==> src/rtl/ps2_host_tx_if.sv <==
// Command/status handshake and PS/2 line signals of the PS/2 host transmitter.
// slave is the transmitter's view; master is the surrounding system and line model.
interface ps2_host_tx_if;
    logic       tx_start;
    logic [7:0] tx_data;
    logic       busy;
    logic       tx_done;
    logic       tx_err;
    logic       kb_clk_in;
    logic       kb_data_in;
    logic       kb_clk_oe;
    logic       kb_data_oe;

    modport master (
        output tx_start, tx_data, kb_clk_in, kb_data_in,
        input  busy, tx_done, tx_err, kb_clk_oe, kb_data_oe
    );
    modport slave (
        input  tx_start, tx_data, kb_clk_in, kb_data_in,
        output busy, tx_done, tx_err, kb_clk_oe, kb_data_oe
    );
endinterface

==> src/rtl/ps2_host_tx.sv <==
// PS/2 host-to-keyboard command transmitter: inhibit, request-to-send, 8-bit frame
// with odd parity and stop, keyboard acknowledge check, and a transfer timeout.
module ps2_host_tx #(
    parameter int INHIBIT_CYCLES = 10000,
    parameter int TIMEOUT_CYCLES = 2000000
) (
    input  logic         clk,
    input  logic         rst,
    ps2_host_tx_if.slave bus
);
    localparam int INH_W = (INHIBIT_CYCLES > 1) ? $clog2(INHIBIT_CYCLES) : 1;
    localparam int TMO_W = $clog2(TIMEOUT_CYCLES + 1);
    localparam logic [INH_W-1:0] INH_LAST = INH_W'(INHIBIT_CYCLES - 1);
    localparam logic [TMO_W-1:0] TMO_LAST = TMO_W'(TIMEOUT_CYCLES - 1);
    localparam logic [TMO_W-1:0] TMO_MAX  = TMO_W'(TIMEOUT_CYCLES);

    typedef enum logic [2:0] {
        IDLE, INHIBIT, REQ, SHIFT, ACK, WAIT_IDLE
    } state_t;

    state_t           state_q, state_d;
    logic [2:0]       clk_sync_q, clk_sync_d;
    logic [1:0]       data_sync_q, data_sync_d;
    logic [7:0]       byte_q, byte_d;
    logic             par_q, par_d;
    logic [3:0]       bit_idx_q, bit_idx_d;
    logic             drive_low_q, drive_low_d;
    logic             ack_err_q, ack_err_d;
    logic [INH_W-1:0] inh_cnt_q, inh_cnt_d;
    logic [TMO_W-1:0] tmo_cnt_q, tmo_cnt_d;
    logic             done_q, done_d;
    logic             err_q, err_d;
    logic             kb_fall;
    logic             tmo_active;

    // Frame bit at a given index: 0..7 data LSB first, 8 parity, 9 stop.
    function automatic logic frame_bit(input logic [7:0] b, input logic p,
                                       input logic [3:0] idx);
        if (idx < 4'd8)       return b[idx[2:0]];
        else if (idx == 4'd8) return p;
        else                  return 1'b1;
    endfunction

    // clk_sync_q[2] is the previous synchronized level, used for edge detection.
    assign kb_fall    = clk_sync_q[2] & ~clk_sync_q[1];
    assign tmo_active = (state_q == REQ) || (state_q == SHIFT) ||
                        (state_q == ACK) || (state_q == WAIT_IDLE);

    always_comb begin
        clk_sync_d  = {clk_sync_q[1:0], bus.kb_clk_in};
        data_sync_d = {data_sync_q[0], bus.kb_data_in};
        state_d     = state_q;
        byte_d      = byte_q;
        par_d       = par_q;
        bit_idx_d   = bit_idx_q;
        drive_low_d = drive_low_q;
        ack_err_d   = ack_err_q;
        inh_cnt_d   = inh_cnt_q;
        tmo_cnt_d   = tmo_cnt_q;
        done_d      = 1'b0;
        err_d       = 1'b0;

        if (tmo_active) begin
            tmo_cnt_d = (tmo_cnt_q == TMO_MAX) ? tmo_cnt_q : tmo_cnt_q + 1'b1;
        end

        if (tmo_active && (tmo_cnt_q >= TMO_LAST)) begin
            state_d     = IDLE;
            done_d      = 1'b1;
            err_d       = 1'b1;
            tmo_cnt_d   = '0;
            bit_idx_d   = '0;
            drive_low_d = 1'b0;
        end else begin
            case (state_q)
                IDLE: begin
                    if (bus.tx_start) begin
                        byte_d    = bus.tx_data;
                        par_d     = ~^bus.tx_data;
                        inh_cnt_d = '0;
                        state_d   = INHIBIT;
                    end
                end
                INHIBIT: begin
                    if (inh_cnt_q == INH_LAST) begin
                        inh_cnt_d = '0;
                        tmo_cnt_d = '0;
                        state_d   = REQ;
                    end else begin
                        inh_cnt_d = inh_cnt_q + 1'b1;
                    end
                end
                REQ: begin
                    if (kb_fall) begin
                        bit_idx_d   = '0;
                        drive_low_d = ~byte_q[0];
                        state_d     = SHIFT;
                    end
                end
                SHIFT: begin
                    if (kb_fall) begin
                        bit_idx_d   = bit_idx_q + 4'd1;
                        drive_low_d = ~frame_bit(byte_q, par_q, bit_idx_q + 4'd1);
                        if (bit_idx_q == 4'd8) state_d = ACK;
                    end
                end
                ACK: begin
                    if (kb_fall) begin
                        ack_err_d = data_sync_q[1];
                        state_d   = WAIT_IDLE;
                    end
                end
                WAIT_IDLE: begin
                    if (clk_sync_q[1] && data_sync_q[1]) begin
                        state_d     = IDLE;
                        done_d      = 1'b1;
                        err_d       = ack_err_q;
                        bit_idx_d   = '0;
                        tmo_cnt_d   = '0;
                        drive_low_d = 1'b0;
                    end
                end
                default: state_d = IDLE;
            endcase
        end
    end

    always_ff @(posedge clk or negedge rst) begin
        if (!rst) begin
            state_q     <= IDLE;
            clk_sync_q  <= 3'b111;
            data_sync_q <= 2'b11;
            byte_q      <= '0;
            par_q       <= 1'b0;
            bit_idx_q   <= '0;
            drive_low_q <= 1'b0;
            ack_err_q   <= 1'b0;
            inh_cnt_q   <= '0;
            tmo_cnt_q   <= '0;
            done_q      <= 1'b0;
            err_q       <= 1'b0;
        end else begin
            state_q     <= state_d;
            clk_sync_q  <= clk_sync_d;
            data_sync_q <= data_sync_d;
            byte_q      <= byte_d;
            par_q       <= par_d;
            bit_idx_q   <= bit_idx_d;
            drive_low_q <= drive_low_d;
            ack_err_q   <= ack_err_d;
            inh_cnt_q   <= inh_cnt_d;
            tmo_cnt_q   <= tmo_cnt_d;
            done_q      <= done_d;
            err_q       <= err_d;
        end
    end

    // Line drivers decode straight from state so an async reset releases them at once.
    assign bus.kb_clk_oe  = (state_q == INHIBIT);
    assign bus.kb_data_oe = ((state_q == INHIBIT) && (inh_cnt_q == INH_LAST)) ||
                            (state_q == REQ) ||
                            ((state_q == SHIFT) && drive_low_q);
    assign bus.busy       = (state_q != IDLE);
    assign bus.tx_done    = done_q;
    assign bus.tx_err     = err_q;
endmodule

==> src/flat_wrapper.sv <==
// flat-port wrapper written by rule: the top's interface ports become plain ports
module ps2_host_tx_flat 
#(
    parameter int INHIBIT_CYCLES = 10000,
    parameter int TIMEOUT_CYCLES = 2000000
)
  (clk, rst, bus_tx_start, bus_tx_data, bus_kb_clk_in, bus_kb_data_in, bus_busy, bus_tx_done, bus_tx_err, bus_kb_clk_oe, bus_kb_data_oe);
  ps2_host_tx_if bus_i ();
  input  logic clk;
  input  logic rst;
  input wire logic [$bits(bus_i.tx_start)-1:0] bus_tx_start;
  input wire logic [$bits(bus_i.tx_data)-1:0] bus_tx_data;
  input wire logic [$bits(bus_i.kb_clk_in)-1:0] bus_kb_clk_in;
  input wire logic [$bits(bus_i.kb_data_in)-1:0] bus_kb_data_in;
  output wire logic [$bits(bus_i.busy)-1:0] bus_busy;
  output wire logic [$bits(bus_i.tx_done)-1:0] bus_tx_done;
  output wire logic [$bits(bus_i.tx_err)-1:0] bus_tx_err;
  output wire logic [$bits(bus_i.kb_clk_oe)-1:0] bus_kb_clk_oe;
  output wire logic [$bits(bus_i.kb_data_oe)-1:0] bus_kb_data_oe;
  assign bus_i.tx_start = bus_tx_start;
  assign bus_i.tx_data = bus_tx_data;
  assign bus_i.kb_clk_in = bus_kb_clk_in;
  assign bus_i.kb_data_in = bus_kb_data_in;
  assign bus_busy = bus_i.busy;
  assign bus_tx_done = bus_i.tx_done;
  assign bus_tx_err = bus_i.tx_err;
  assign bus_kb_clk_oe = bus_i.kb_clk_oe;
  assign bus_kb_data_oe = bus_i.kb_data_oe;
  ps2_host_tx #(.INHIBIT_CYCLES(INHIBIT_CYCLES), .TIMEOUT_CYCLES(TIMEOUT_CYCLES)) u_core (.clk(clk), .rst(rst), .bus(bus_i));
endmodule
==> config.mk <==
export PLATFORM = sky130hd
export DESIGN_NAME = ps2_host_tx_flat
export DESIGN_NICKNAME = d
export VERILOG_FILES = /design/src/rtl/ps2_host_tx_if.sv /design/src/rtl/ps2_host_tx.sv /design/src/flat_wrapper.sv
export SDC_FILE = /design/constraint.sdc
export NUM_CORES = 1
export LEC_CHECK = 0
export ABC_AREA = 1
export BUFFER_PORTS_ARGS = -buffer_cell sky130_fd_sc_hd__buf_2
export CORE_AREA = 4 4 78 87
export DETAILED_ROUTE_END_ITERATION = 10
export DIE_AREA = 0 0 82 91
export PLACE_DENSITY = 0.77
export SKIP_CTS_REPAIR_TIMING = 1
export SLEW_MARGIN = 25
export SYNTH_ARGS = -nofsm -noshare
export SYNTH_HDL_FRONTEND = slang
export SYNTH_SLANG_ARGS = --single-unit
export TNS_END_PERCENT = 30
==> constraint.sdc <==
create_clock -name clk -period 2.2 [get_ports clk]
set_clock_uncertainty 0.2 [all_clocks]
set_input_delay 0.11 -clock clk [delete_from_list [all_inputs] [get_ports clk]]
set_output_delay 0.11 -clock clk [all_outputs]
set_load 0.05 [all_outputs]
== Word-level counts from Yosys, hierarchy flattened ==
Cells that the tools add are included.
Storage, ports and cells
  input bits: 13
  word-level logic and storage cells: 100
  register bits after elaboration: 60
  output and inout bits: 5
Operators by class
  multiplexer cells: 41
  reduce and logical (&&, ||, !) cells: 19
  $lt $le $gt $ge: 3
  equal/unequal tests: 17
  bitwise gates (word level): 5
  add/subtract/negate cells: 3
Operators with widths (count)
  2-to-1 mux 21 bit: 5
  one-hot mux 21 bit (2 select lines): 1
  2-to-1 mux 14 bit: 2
  one-hot mux 14 bit (2 select lines): 1
  2-to-1 mux 3 bit: 8
  adder 21 x 1 -> 21 bit, second input constant: 1
  equality test 21 bit, second input constant: 1
  greater-or-equal comparator 21 bit, second input constant: 1
  one-hot mux 3 bit (6 select lines): 1
  2-to-1 mux 1 bit: 16
  2-to-1 mux 4 bit: 4
  adder 14 x 1 -> 14 bit, second input constant: 1
  equality test 14 bit, second input constant: 1
  != test 3 x 2 -> 1 bit, second input constant: 4
  one-hot mux 4 bit (3 select lines): 1
  AND reduction 3 bit: 3
  equality test 4 bit, second input constant: 2
  XNOR reduction 8 bit: 1
  AND reduction 7 bit: 1
  equality test 3 x 2 -> 1 bit, second input constant: 2
  equality test 3 bit, second input constant: 2
  != test 3 bit, second input constant: 2
  logical OR 1 bit: 5
  adder 4 x 1 -> 4 bit, second input constant: 1
  other kinds (15): 21

== Depth between registers and ports, before layout ==
Gate-level depths: netlist of run 1.
  word-level depth: 11
  depth in mapped cells: 13
  depth with buffers taken out: 12

== Worst setup path before layout of run 1 ==
No wires, ideal clock.
  kind: register to output
  from: reg u_core.state_q[1]
  to: out bus_kb_data_oe
  setup slack: 0.039 ns
  arrival time: 1.851 ns
  required time: 1.890 ns
  cell stages (with the launch flop): 8
  path buffers: 0
  cells stage by stage: dfrtp_1 inv_1 nand2_1 nor2_2 inv_1 nor2_1 inv_1 nand2_1
Between the ends
  longest elaborated chain between the ends: 4
  elaborated cells between the ends (all ways): 7
  those cells by class: eq/ne: 3; reduce/logical: 4
RTL lines
  start, declared: RTL line ps2_host_tx.sv:21  | state_t state_q, state_d;
  start signal, assigned: RTL line ps2_host_tx.sv:143  | state_q <= state_d;
  equality test 3 x 1 -> 1 bit
  named net bus_kb_clk_oe: RTL line flat_wrapper.sv:18  | output wire logic [$bits(bus_i.kb_clk_oe)-1:0] bus_kb_clk_oe;
  logical AND 1 bit: RTL line ps2_host_tx.sv:160  | assign bus.kb_data_oe = ((state_q == INHIBIT) && (inh_cnt_q == INH_LAST)) ||
  logical OR 1 bit: RTL line ps2_host_tx.sv:160
  logical OR 1 bit: RTL line ps2_host_tx.sv:161  | (state_q == REQ) ||
  end, declared: RTL line flat_wrapper.sv:19  | output wire logic [$bits(bus_i.kb_data_oe)-1:0] bus_kb_data_oe;
The timed path passes the listed nets, and every way through them passes these cells.

== Final worst setup path of run 1 ==
  from: reg u_core.inh_cnt_q[1]
  to: out bus_kb_data_oe
Between the ends
  longest elaborated chain between the ends: 4
RTL lines
  start, declared: RTL line ps2_host_tx.sv:29  | logic [INH_W-1:0] inh_cnt_q, inh_cnt_d;
  start signal, assigned: RTL line ps2_host_tx.sv:151  | inh_cnt_q <= inh_cnt_d;
  equality test 14 bit: RTL line ps2_host_tx.sv:160
  logical AND 1 bit: RTL line ps2_host_tx.sv:160
  logical OR 1 bit: RTL line ps2_host_tx.sv:160
  logical OR 1 bit: RTL line ps2_host_tx.sv:161
Every way passes these cells.

==> results.cfg, run 1 <==
[clocking]
cts_root_buf = clkbuf_8
h-tree-depth = 3
path_clk_slew_ns = 0.08
clockBufferDepth = 2
cts_inserted_buffers = 9
insertion_delay_ns = 0.35
clock_sinks = 60
cts_tree = yes

[sta]
fin_crit_sh = 0.976
period_needed_ns = 2.15
max_freq_ghz = 0.466
maxSlewHeadroom = 0.726
hold_viol = 0
slew_violations = 0
rsz0062_at_grt = yes
final.setup.tns_ns = 0
whs_ns = 0.0889
tightest_slew_ns = 0.411
setup_viol = 0

[routing]
vias_per_cell = 5.35
vias = 3119
drt-pass1-iter-count = 4
route.detailed.drc = 0
drtAntennaViolNets = 0
drt_iter0_markers = 129
avgRoutedWirePerCell_um = 13.7
drt-total-wl_um = 7980

[layout]
mostFrequentLayoutCells = nand2_1, nor2_1, dfrtp_1
drive_gt1_frac = 0.182
fin_area_mm2 = 0.00417
antenna_cells = 0
post-route-util = 0.719
final_common_cell = nand2_1
num-fill-cells = 438
area_growth_pct = 19.5
nNetsFinal = 519

[synthesis]
synth_top_area_frac = 0.394
syn_inst = 450
synth_area_leaders = dfrtp_1, nand2_1, nor2_1
synth_xor_area_frac = 0.0627
synth_fa_ha_area_frac = 0.0179
synth_largest_area_cell = dfrtp_1
synth_compound_area_frac = 0.0817
avgSynthCellArea_um2 = 7.76
synthFlopType = dfrtp_1
async_reset_ff_frac = 1.00
netlist_area_mm2 = 0.00349
synth_top_family_by_area = simple AND/OR/NAND/NOR gates
synth_edf_count = 0
ys_seq_elements = 60
yosys_warnings = 0
yosysSeqAreaShare = 0.432
synth_cell_types = 39
muxShareOfSynthArea = 0.0226
syn_nets = 468
synthSimpleGateAreaFrac = 0.310

[power_and_ir_drop]
p_total_uw = 4440
p_per_area_mw_per_mm2 = 1060
vdd_drop_max_mv = 1.48
power.leakage_uw = 0.00197

[global_route]
grt_max_degree = 61
globalRouteTotalUtil = 0.224
grt_pass1_wl_um = 13000
antenna_found_initial = 0
first_global_vias = 2938
grt-ovfl-total = 0

[floorplan]
dieWidth_um = 82
dieArea_mm2 = 0.00746
boundaryPins = 18
start_util = 0.602
rows = 29
core_area_mm2 = 0.00581
die_h_um = 91

[critical_path]
r2r_slack_ns = 0.09
r2r_start = u_core.inh_cnt_q[1]$_DFFE_PN0P_
cp-start-kind = flip-flop
endpoint_kind = output pin
crit_fanout = 5
r2r_cells = 11
critPathRequiredTime_ns = 1.89
critPathArrivalTime_ns = 1.84
reg2reg_to = u_core.state_q[1]$_DFFE_PN0P_
worstSetupPathType = reg -> out

[placement]
portBuffers = 17
hpwl_um = 5360
place_congestion = 0.956
placedInstanceArea_mm2 = 0.00371

[status]
status = finished, final reports clean

[hold_path]
hold_path.class = in -> async

[flow_run]
drv_cap = 0
-- report_power, final --
part / switching (µW) / internal, µW
logic: 1050 / 669
clock network: 494 / 680
registers: 211 / 1330
-- worst max-delay path by stage --
stage	start	to	slack, ns	depth (start not counted)
6_report	u_core.inh_cnt_q[1]$_DFFE_PN0P_	bus_kb_data_oe	0.05	8
5_1_grt	u_core.inh_cnt_q[1]$_DFFE_PN0P_	bus_kb_data_oe	-0.07	8
4_1_cts	u_core.inh_cnt_q[0]$_DFFE_PN0P_	bus_kb_data_oe	-0.15	8
3_5_place_dp	u_core.tmo_cnt_q[0]$_DFF_PN0_	u_core.tmo_cnt_q[17]$_DFF_PN0_	0.1	7
3_3_place_gp	u_core.tmo_cnt_q[2]$_DFF_PN0_	u_core.tmo_cnt_q[17]$_DFF_PN0_	0.14	7
2_1_floorplan	u_core.state_q[1]$_DFFE_PN0P_	bus_kb_data_oe	0.04	7
-- logic make-up (layout without fill, tap and decap cells) --
| logic type | Yosys count | in the layout |
|---|---|---|
| and+or+nand+nor | 242 | 242 |
| AOI/OAI and AO/OA | 48 | 48 |
| adders and majority gates | 5 | 5 |
| buffers and inverters | 63 | 119 |
| muxes | 7 | 7 |
| xor gates and xnor gates | 25 | 25 |
| DFF | 60 | 60 |
-- synthesized netlist by cell type, types with 2 or more instances --
library cell  count
o21ai_0          17
dfrtp_1          55
o21ai_1           2
nor3b_2           2
nor3_1           16
nand3_1          27
nand3_2           2
nand2_1         101
inv_1            54
inv_2             3
mux2_2            7
o2111ai_1         4
nand4_1           7
nor3_4            2
a31oi_1           2
o22a_1            2
buf_6             2
nor2_2            4
buf_2             4
dfstp_2           5
ha_1              5
nor2_1           72
xnor2_1          13
nor3_2            2
nand2_2           2
a21oi_1          14
xor2_1           12
-- metrics by stage --
| step | setup WS (ns) | std cells |
|---|---|---|
| 2_1_floorplan | 0.0390 | 450 |
| 3_3_place_gp | 0.143 | 545 |
| 3_5_place_dp | 0.0981 | 545 |
| 4_1_cts | -0.152 | 561 |
| 5_1_grt | -0.0735 | 583 |
| 6_report | 0.0523 | 583 |
-- routing by layer --
metal / vias up / part of all wire / GRT usage / wire length, µm
met5: - / 0 / 0 / 0
met4: 0 / 0.033 / 0.120 / 267
met3: 21 / 0.035 / 0.0485 / 280
met2: 74 / 0.50 / 0.346 / 3970
met1: 1475 / 0.43 / 0.289 / 3460
li1: 1549 / - / - / -
-- flip-flops by register name (all words and copies together), names as in the netlist --
register,flops
u_core.tmo_cnt_q,21
u_core.inh_cnt_q,14
u_core.byte_q,8
u_core.bit_idx_q,4
u_core.clk_sync_q,3
u_core.state_q,3
u_core.data_sync_q,2
u_core.ack_err_q,1
u_core.bus.tx_done,1
u_core.bus.tx_err,1
u_core.drive_low_q,1
u_core.par_q,1
-- critical path: stages, from the launching register on --
cell and delay, ns:
dfrtp_1 0.41, ha_4 0.17, nand3_1 0.11, inv_2 0.09
nand4_1 0.21, nor2_1 0.19, inv_1 0.09, nand2_2 0.08
buf_8 0.15
-- final cells by class --
type	instances	area (µm²)	share of cell area
multi-input combinational	327	1760	0.421
sequential	60	1510	0.361
timing repair buffer	46	365	0.0875
inverter	57	214	0.0513
clock buffer	10	138	0.0330
tap	77	96.3	0.0231
clock inverter	6	95.1	0.0228
(Power assumes the default switching activity.)
==> inputs of run 2 (changes only) <==
Settings changed: CORE_AREA 4 4 78 87 to 4 4 77 86, CTS_BUF_LIST set to sky130_fd_sc_hd__clkbuf_8, DIE_AREA 0 0 82 91 to 0 0 81 90, PLACE_DENSITY 0.77 to 0.79.
==> run 2 against run 1 <==
Compared with the run above:
- flip-flop and latch count unchanged
- non-clock buffer count is 9 lower
- first-iteration DRC count decreased by 7.8%
- via count down 3.4%
- worst setup slack gained 0.0032 ns
- largest power group unchanged
==> results.cfg, run 2 (synthesized netlist as in run 1, its figures left out) <==
[status]
status = finished, final reports clean

[layout]
largest_reg_flops = 21
antenna_cells = 0
drive_gt1_frac = 0.153
mostFrequentLayoutCells = nand2_1, nor2_1, inv_1, dfrtp_1, nand3_1
area_growth_pct = 15.3
reg.largest.list = u_core.tmo_cnt_q (21), u_core.inh_cnt_q (14), u_core.byte_q (8)
num-fill-cells = 468
fin_area_mm2 = 0.00403
final_common_cell = nand2_1
nNetsFinal = 510
regMostFlops = u_core.tmo_cnt_q

[sta]
rsz0062_at_grt = yes
period_needed_ns = 2.14
slew_violations = 0
maxSlewHeadroom = 0.605
fin_crit_sh = 0.975
tightest_slew_ns = 0.592
max_freq_ghz = 0.466
setup_viol = 0
hold_viol = 0

[floorplan]
core_area_mm2 = 0.00573
start_util = 0.609
boundaryPins = 18
rows = 29
dieWidth_um = 81
die_h_um = 90
dieArea_mm2 = 0.00729

[routing]
drt-total-wl_um = 7240
drtAntennaViolNets = 0
route.detailed.drc = 0
vias_per_cell = 5.25
vias = 3012
avgRoutedWirePerCell_um = 12.6
drt_iter0_markers = 119
drt-pass1-iter-count = 4

[placement]
hpwl_um = 5380
place_congestion = 0.883
portBuffers = 17
placedInstanceArea_mm2 = 0.00372

[critical_path]
reg2reg_to = u_core.state_q[1]$_DFFE_PN0P_
critPathArrivalTime_ns = 1.83
crit_path_start = u_core.inh_cnt_q[0]$_DFFE_PN0P_
r2r_start = u_core.inh_cnt_q[0]$_DFFE_PN0P_
r2r_cells = 10
r2r_slack_ns = 0.09
endpoint_kind = output pin
cp-start-kind = flip-flop
critPathRequiredTime_ns = 1.89
worstSetupPathType = reg -> out
crit_fanout = 5

[global_route]
grt_pass1_wl_um = 12200
antenna_found_initial = 0
grt_max_degree = 37
globalRouteTotalUtil = 0.210
first_global_vias = 2867
grt-ovfl-total = 0

[clocking]
path_clk_slew_ns = 0.07
clock_sinks = 60
h-tree-depth = 3
insertion_delay_ns = 0.33
cts_root_buf = clkbuf_8
cts_inserted_buffers = 9
clockBufferDepth = 2
cts_tree = yes

[hold_path]
hold_path.class = in -> async

[flow_run]
drv_cap = 0

[power_and_ir_drop]
p_total_uw = 4050
power.leakage_uw = 0.00192
p_per_area_mw_per_mm2 = 1010
vdd_drop_max_mv = 0.683
run 2: cell count changes in the layout (fill, tap and decap cells not counted), moves of 2 or more:
cell      previous run  this run
buf_4               16         8
clkinv_2             0         5
inv_1               52        55
clkinv_4             2         0
inv_2                5         3
inv_6                2         0
nand2_1             98       100
nand2_2              5         3
run 2: area by class of cell:
| class | instances | area (µm²) | share of cell area |
|---|---|---|---|
| Inverter | 57 | 214 | 0.0531 |
| Tap cell | 77 | 96.3 | 0.0239 |
| Timing Repair Buffer | 37 | 290 | 0.0721 |
| Clock buffer | 9 | 124 | 0.0308 |
| Clock inverter | 7 | 58.8 | 0.0146 |
| Sequential cell | 60 | 1510 | 0.374 |
| Multi-Input combinational cell | 327 | 1740 | 0.431 |
run 2: critical path, stage by stage, from the launching register on:
cell and delay (ns):
dfrtp_1 0.38, ha_2 0.21, nand3_1 0.09, inv_1 0.11, nand4_1 0.21, nor2_1 0.15
inv_1 0.07, nand2_1 0.08, buf_4 0.20
run 2: how the worst max path moves through the flow:
stage / end / slack [ns] / depth (start not counted)
6_report: bus_kb_data_oe / 0.06 / 8
5_1_grt: u_core.tmo_cnt_q[0]$_DFF_PN0_ / -0.11 / 10
4_1_cts: bus_kb_data_oe / -0.07 / 8
3_5_place_dp: u_core.state_q[1]$_DFFE_PN0P_ / 0.07 / 10
3_3_place_gp: u_core.tmo_cnt_q[1]$_DFF_PN0_ / 0.17 / 9
2_1_floorplan: bus_kb_data_oe / 0.04 / 7
run 2: report_power, final:
part	switching (µW)	total, µW	internal [µW]
Combinational	1020	1590	562
Clock	423	931	508
Sequential	199	1530	1330
Total	1650	4050	2400
run 2: metrics by stage:
step	worst slack (ns)	hold WS, ns	cells	setup TNS, ns	util
finish	0.0555	0.137	574	0	0.702
global route	-0.108	0.149	574	-0.933	0.702
CTS	-0.0716	-0.411	562	-0.0716	0.680
detailed placement	0.0653	-0.0504	546	0	0.648
global placement	0.165	-0.0591	546	0	0.648
floorplan	0.0390	-0.386	450	0	-
run 2: layer usage:
layer	up-vias	share of wire	GRT usage
met3	11	0.028	0.0390
li1	1530	-	-
met2	37	0.52	0.349
met5	-	0	0
met4	0	0.018	0.0986
met1	1434	0.44	0.259
==> inputs of run 3 (changes only) <==
Clock period 2.2 ns to 2.1 ns, I/O delays scaled along.
==> run 3 against run 2 <==
Compared with the run above:
- sequential power grew 7%
- first-iteration DRC count grew 53%
- non-clock buffer count grew 17
- critical path type unchanged
- largest power group unchanged
==> results.cfg, run 3 (synthesized netlist as in run 1, its figures left out) <==
[critical_path]
reg2reg_to = u_core.inh_cnt_q[13]$_DFFE_PN0P_
critPathArrivalTime_ns = 1.78
worstSetupPathType = reg -> out
endpoint_kind = output pin
critPathRequiredTime_ns = 1.79
crit_fanout = 4
cp-start-kind = flip-flop
r2r_cells = 10
r2r_start = u_core.inh_cnt_q[0]$_DFFE_PN0P_
r2r_slack_ns = 0.10

[layout]
final_common_cell = nand2_1
area_growth_pct = 21.6
mostFrequentLayoutCells = nand2_1, nor2_1, dfrtp_1
reg.largest.list = u_core.tmo_cnt_q (21), u_core.inh_cnt_q (14), u_core.byte_q (8)
antenna_cells = 0
regMostFlops = u_core.tmo_cnt_q
nNetsFinal = 527
drive_gt1_frac = 0.204
largest_reg_flops = 21
final_cells = 591

[power_and_ir_drop]
vdd_drop_max_mv = 0.964
p_per_area_mw_per_mm2 = 1080
power.leakage_uw = 0.00202
p_total_uw = 4600

[clocking]
h-tree-depth = 3
path_clk_slew_ns = 0.07
cts_root_buf = clkbuf_8
cts_inserted_buffers = 9
clock_sinks = 60
insertion_delay_ns = 0.34
cts_tree = yes
clockBufferDepth = 2

[floorplan]
dieWidth_um = 81
start_util = 0.609
rows = 29
die_h_um = 90
boundaryPins = 18
dieArea_mm2 = 0.00729
core_area_mm2 = 0.00573

[routing]
drt-total-wl_um = 8070
drt_iter0_markers = 182
drt-pass1-iter-count = 5
drtAntennaViolNets = 0
vias = 3189
vias_per_cell = 5.40
route.detailed.drc = 0
avgRoutedWirePerCell_um = 13.7

[sta]
maxSlewHeadroom = 0.717
rsz0062_at_grt = yes
slew_violations = 0
hold_viol = 0
period_needed_ns = 2.09
setup_slack_ns = 0.0103
tightest_slew_ns = 0.423
setup_viol = 0
max_freq_ghz = 0.479
whs_ns = 0.0745
fin_crit_sh = 0.995

[placement]
post-place-ws_ns = 0.0297
hpwl_um = 5530
portBuffers = 17
place_congestion = 0.904
placed_cells = 552

[global_route]
grt-ovfl-total = 0
first_global_vias = 2920
grt_max_degree = 61
antenna_found_initial = 0
grt_pass1_wl_um = 13100
globalRouteTotalUtil = 0.227

[flow_run]
drv_cap = 0

[status]
status = finished, final reports clean

[hold_path]
hold_path.class = in -> async
-- run 3: changes by cell type in the layout (fill, tap and decap cells not counted), sizes merged --
cell	change
buf	+17
clkbuf	+2
clkinv	-3
clkinvlp	+1
-- run 3: final cells by class --
class,count,area [µm²]
inverters,57,216
repair buffers,54,429
clock inverters,5,51.3
flip-flops and latches,60,1510
clock buffers,11,151
well taps,77,96.3
multi-input cells,327,1790
fillers,428,1490
-- run 3: worst max-delay path: stages (launching register included) --
cell,delay (ns)
dfrtp_1,0.43
ha_4,0.19
nand3_4,0.08
inv_2,0.08
nand4_1,0.20
nor2_1,0.17
inv_1,0.07
nand2_2,0.08
buf_8,0.15
-- run 3: worst max-delay path by stage --
| stage | startpoint | to | slack [ns] |
|---|---|---|---|
| 3_5_place_dp | u_core.inh_cnt_q[0]$_DFFE_PN0P_ | u_core.state_q[1]$_DFFE_PN0P_ | 0.03 |
| 5_1_grt | u_core.inh_cnt_q[1]$_DFFE_PN0P_ | bus_kb_data_oe | -0.09 |
| 4_1_cts | u_core.inh_cnt_q[0]$_DFFE_PN0P_ | bus_kb_data_oe | -0.23 |
| 2_1_floorplan | u_core.state_q[1]$_DFFE_PN0P_ | bus_kb_data_oe | 0.18 |
| 3_3_place_gp | u_core.inh_cnt_q[0]$_DFFE_PN0P_ | u_core.state_q[1]$_DFFE_PN0P_ | 0.11 |
| 6_report | u_core.inh_cnt_q[1]$_DFFE_PN0P_ | bus_kb_data_oe | 0.01 |
-- run 3: per-stage QoR --
step / setup TNS [ns] / util / area [µm²]
2_1_floorplan: 0 / - / 3500
3_3_place_gp: 0 / 0.657 / 3770
3_5_place_dp: 0 / 0.657 / 3770
4_1_cts: -0.253 / 0.692 / 3970
5_1_grt: -0.158 / 0.741 / 4250
6_report: 0 / 0.741 / 4250
-- run 3: per-layer routing --
| metal | GRT usage | part of all wire | vias to the layer above |
|---|---|---|---|
| li1 | - | - | 1563 |
| met1 | 0.291 | 0.40 | 1495 |
| met2 | 0.370 | 0.52 | 102 |
| met3 | 0.0480 | 0.052 | 29 |
| met4 | 0.0887 | 0.026 | 0 |
| met5 | 0 | 0 | - |
-- run 3: where the power goes --
part | switching (µW) | internal [µW] | total, µW
clock network | 448 | 604 | 1050
logic | 1180 | 741 | 1920
registers | 228 | 1400 | 1630
